### src/rtl/sa_pkg.sv
// sa_pkg: shared systolic-array constants and feed controller state encoding
package sa_pkg;
    localparam int N = 4;
    localparam int KMAX = 16;
    localparam int W = 16;
    typedef enum logic [2:0] {IDLE, CLEAR, FEED, DRAIN, DONE} state_t;
endpackage

### src/rtl/sa_skew_mask.sv
// sa_skew_mask: diagonal wavefront mask, column j live for t in [j, j+klen_q)
module sa_skew_mask #(
    parameter int N = 4,
    parameter int KMAX = 16
) (
    input  logic [$clog2(KMAX+N)-1:0] t,
    input  logic [$clog2(KMAX):0]     klen_q,
    output logic [N-1:0]              mask
);
    for (genvar j = 0; j < N; j++) begin : g_col
        assign mask[j] = (int'(t) >= j) && (int'(t) < j + int'(klen_q));
    end
endmodule

### src/rtl/sa_feed_ctrl.sv
// sa_feed_ctrl: sequences clear, skewed operand feed and drain of an NxN systolic array
module sa_feed_ctrl #(
    parameter int N = sa_pkg::N,
    parameter int KMAX = sa_pkg::KMAX
) (
    input  logic                      clk,
    input  logic                      clr_n,
    input  logic                      start,
    input  logic [$clog2(KMAX):0]     k_len,
    input  logic                      stall,
    output logic                      busy,
    output logic                      done,
    output logic                      arr_clr,
    output logic                      arr_en,
    output logic [$clog2(KMAX)-1:0]   rd_addr,
    output logic                      rd_valid,
    output logic [N-1:0]              col_valid,
    output logic                      err
);
    import sa_pkg::*;
    localparam int KW = $clog2(KMAX) + 1;
    localparam int AW = $clog2(KMAX);
    localparam int TW = $clog2(KMAX + N);
    localparam int DW = $clog2(N + 1);

    state_t          st, st_nxt;
    logic [TW-1:0]   t, t_nxt, t_last;
    logic [DW-1:0]   dc, dc_nxt;
    logic [KW-1:0]   klen_q, klen_nxt;
    logic [N-1:0]    mask;
    logic            err_nxt, rv_nxt, legal;

    assign legal  = (k_len != '0) && (k_len <= KW'(KMAX));
    assign t_last = TW'(klen_q) + TW'(N - 2);
    assign rv_nxt = (st_nxt == FEED) && (t_nxt < TW'(klen_nxt));

    sa_skew_mask #(.N(N), .KMAX(KMAX)) u_mask (
        .t      (t_nxt),
        .klen_q (klen_nxt),
        .mask   (mask)
    );

    // next state and counters; stall freezes FEED/DRAIN but never CLEAR
    always_comb begin
        st_nxt   = st;
        t_nxt    = t;
        dc_nxt   = dc;
        klen_nxt = klen_q;
        err_nxt  = 1'b0;
        case (st)
            IDLE: begin
                if (start && legal) begin
                    st_nxt   = CLEAR;
                    klen_nxt = k_len;
                end else if (start) begin
                    err_nxt = 1'b1;
                end
            end
            CLEAR: begin
                st_nxt = FEED;
                t_nxt  = '0;
            end
            FEED: begin
                if (!stall && t == t_last) begin
                    st_nxt = DRAIN;
                    dc_nxt = '0;
                end else if (!stall) begin
                    t_nxt = t + TW'(1);
                end
            end
            DRAIN: begin
                if (!stall && dc == DW'(N - 1)) st_nxt = DONE;
                else if (!stall) dc_nxt = dc + DW'(1);
            end
            DONE: begin
                st_nxt = IDLE;
                t_nxt  = '0;
            end
            default: st_nxt = IDLE;
        endcase
    end

    // state plus outputs registered from the upcoming state so they change on the entering edge
    always_ff @(posedge clk or negedge clr_n) begin
        if (!clr_n) begin
            st        <= IDLE;
            t         <= '0;
            dc        <= '0;
            klen_q    <= '0;
            busy      <= 1'b0;
            done      <= 1'b0;
            arr_clr   <= 1'b0;
            arr_en    <= 1'b0;
            rd_addr   <= '0;
            rd_valid  <= 1'b0;
            col_valid <= '0;
            err       <= 1'b0;
        end else begin
            st        <= st_nxt;
            t         <= t_nxt;
            dc        <= dc_nxt;
            klen_q    <= klen_nxt;
            busy      <= st_nxt != IDLE;
            done      <= st_nxt == DONE;
            arr_clr   <= st_nxt == CLEAR;
            arr_en    <= (st_nxt == FEED || st_nxt == DRAIN) && !stall;
            rd_addr   <= rv_nxt ? AW'(t_nxt) : '0;
            rd_valid  <= rv_nxt;
            col_valid <= (st_nxt == FEED) ? mask : '0;
            err       <= err_nxt;
        end
    end
endmodule

### config.mk
export PLATFORM = sky130hd
export DESIGN_NAME = sa_feed_ctrl
export DESIGN_NICKNAME = d
export VERILOG_FILES = /design/src/rtl/sa_pkg.sv /design/src/rtl/sa_skew_mask.sv /design/src/rtl/sa_feed_ctrl.sv
export SDC_FILE = /design/constraint.sdc
export NUM_CORES = 1
export LEC_CHECK = 0
export CAP_MARGIN = 15
export CORE_ASPECT_RATIO = 1.75
export CORE_UTILIZATION = 30
export CTS_BUF_LIST = sky130_fd_sc_hd__clkbuf_8 sky130_fd_sc_hd__clkbuf_16
export CTS_CLUSTER_DIAMETER = 80
export DETAILED_ROUTE_END_ITERATION = 8
export SLEW_MARGIN = 10
export SYNTH_ARGS = -nofsm -noshare
export SYNTH_HDL_FRONTEND = slang
export SYNTH_SLANG_ARGS = --single-unit
### constraint.sdc
create_clock -name clk -period 3.1 [get_ports clk]
set_clock_uncertainty 0.05 [all_clocks]
set_input_delay 0.62 -clock clk [delete_from_list [all_inputs] [get_ports clk]]
set_output_delay 0.62 -clock clk [all_outputs]
set_load 0.05 [all_outputs]
==> flow_summary.ini <==
[outcome]
outcome = completed

[cts]
cts_tree = yes
clockBufferDepth = 2
clock-sinks = 29
htree_levels = 2
numCtsBuffers = 5
clk_latency_ps = 290
path_clk_slew_ps = 70
cts_root_buf = clkbuf_8

[drt]
avgRoutedWirePerCell_um = 15.1
vias_per_cell = 5.04
drt_iter0_drc = 67
drt-pass1-iter-count = 4
wl_met3_um = 133
top_layer_used = met4
wl_met1_um = 1850
drcViolationCount = 0
drt-total-wl_um = 5290
drtAntennaViolNets = 0
vias = 1768
wl_met2_um = 3070

[sta]
slew_headroom_pct = 56.8
finalSetupViolations = 0
min_period_ps = 2950
tightest_slew_ps = 643
fin_crit_sh_pct = 95.1
drv_slew = 0
hold_ws_ps = 434
fmax_ghz = 0.339
final_hold_viol_count = 0

[floorplanning]
io_pins = 23
start_util_pct = 31.4
fp.coreArea_mm2 = 0.00623
dieArea_mm2 = 0.00685
die_x_um = 63.0
die_h_um = 109
row_count = 38

[logic_synthesis]
synth-main-ff-cell = dfrtp_1
ys_seq_area_share_pct = 37.1
ys_ff_latch = 29
synthDistinctLibCells = 46
synth_edf_count = 0
async_flop_share_pct = 100
syn-cell-area_mm2 = 0.00195
syn_nets = 232
netlist_instances = 202
ys_warn_count = 0
postSynthAreaPerCell_um2 = 9.68

[power]
power_mw = 3.48
power.internal_mw = 1.84
p_seq_share_pct = 19.0
power_density_mw_per_mm2 = 1230
peakVddDrop_mv = 0.356
clockPowerShare_pct = 10.1
p_comb_share_pct = 70.9
p_switching_mw = 1.64
swShare_pct = 47.2
p_leak_nw = 1.32

[worst_hold_path]
hp-class = reg -> reg
hp-start = dc[2]

[place]
io_buffers = 22
dp_hpwl_um = 4180
gp_congestion = 0.866
placed_area_mm2 = 0.00258

[layout]
finalInstanceArea_mm2 = 0.00282
drive_gt1_share_pct = 31.7
area_delta_synth_final_pct = 44.4
fin_util_pct = 45.3
layout_common_cells = 44 x buf_4, 29 x dfrtp_1, 19 x ha_1
nets = 300
diodes = 0
layout_commonest_cell = buf_4

[critical_path]
cp_data_required_time_ps = 3210
start_kind = input pin
path_class = in -> reg
crit_fanout = 5
endpoint_kind = register
arrival_ps = 3060
crit_start = k_len[4]
r2r_start = t[3]

[global_route]
grt_pass1_wl_um = 8510
grt_pass1_vias = 1890
grtUsageTotal_pct = 16.8
grt_max_degree = 30
overflow = 0
antenna_found_initial = 0

[run]
cap_violations = 0
-- registers in the layout (all words and copies together) (netlist names), 3 cells and up --
register   flops
col_valid      3
t              5
st             3
rd_addr        4
klen_q         5
dc             3
-- layer usage --
| metal | vias to the layer above | track usage [%] |
|---|---|---|
| met5 | - | 0 |
| met4 | 0 | 13.0 |
| met3 | 19 | 2.72 |
| met2 | 39 | 33.6 |
| met1 | 847 | 14.4 |
| li1 | 863 | - |
-- worst max-delay path: stages --
cell and delay (ps):
clkdlybuf4s50_1 460, xnor2_2 290, nand2_8 100, mux2i_4 200
inv_2 100, ha_4 170, and3_4 150, xnor2_2 130
ha_1 290, nand2_1 60, a41oi_2 160, o31ai_1 90
a31oi_1 160, a211oi_1 60
-- final timing paths --
path / cells after the start / end / slack [ps]
setup / recovery: 14 / col_valid[1] / 150
hold / removal: 2 / dc[2] / 430
setup reg to reg: 11 / rd_addr[2] / 180
hold reg to reg: 2 / dc[2] / 430
max in group asynchronous: 2 / rd_valid / 2030
min in group asynchronous: 2 / dc[1] / 680
-- cell usage after synthesis (2+ instances only) --
cell type / number / area, um2
xor2_1: 5 / 43.8
a2111oi_0: 2 / 17.5
or2_2: 2 / 12.5
a21oi_1: 14 / 70.1
a211oi_1: 4 / 30.0
inv_1: 16 / 60.1
a211o_1: 2 / 17.5
o21ai_0: 15 / 75.1
mux2i_1: 3 / 30.0
nand2_1: 12 / 45.0
nor2_1: 10 / 37.5
ha_1: 21 / 263
dfrtp_1: 29 / 726
nor2b_1: 3 / 18.8
a31oi_1: 3 / 18.8
nand2b_1: 3 / 18.8
nor4b_2: 2 / 30.0
nor4_1: 3 / 18.8
xnor2_1: 10 / 87.6
nand3_1: 6 / 30.0
nor3_1: 6 / 30.0
and2_1: 2 / 12.5
nor3b_1: 4 / 30.0
clkbuf_1: 3 / 11.3
-- logic make-up (layout without fill, tap and decap cells) --
kind of cell    Yosys count  count (layout)  share of synthesized area, %
xor+xnor                 16              16                          8.00
mux                       3               3                          1.54
simple gates             59              59                          17.3
buf+inv                  21              90                          4.61
compound gates           53              53                          18.0
flops                    29              29                          37.1
fa+ha+maj                21              21                          13.4
-- repair_timing --
item                       CTS  global route
pin swaps                    5            12
setup endpoints to repair    3             6
gates resized for setup      6            24
gates cloned                 0             0
hold buffers                 0             0
setup buffers                1             5
-- area by class of cell --
cell class	count	area, um2
sequential	29	726
multi-input combinational	152	1290
fill	602	3410
timing repair buffer	66	542
tap	80	100
clock inverter	1	5.00
inverter	16	60.1
clock buffer	7	96.3
-- metrics by stage --
step                setup WS [ps]  TNS (ps)  std cells
floorplan                    22.4         0        202
global placement             -461     -1950        337
detailed placement           -529     -2250        337
CTS                          5.89         0        346
global route               -0.954    -0.954        351
finish                        153         0        351
-- power groups by stage --
stage | clock network (mW) | registers, mW | logic, mW
global placement | 0 | 0.661 | 2.26
finish | 0.351 | 0.663 | 2.47
detailed placement | 0 | 0.663 | 2.31
global route | 0.374 | 0.681 | 2.69
CTS | 0.357 | 0.657 | 2.34
floorplan | 0 | 0.831 | 1.34
Note: power is estimated with default switching activity, not from simulation.
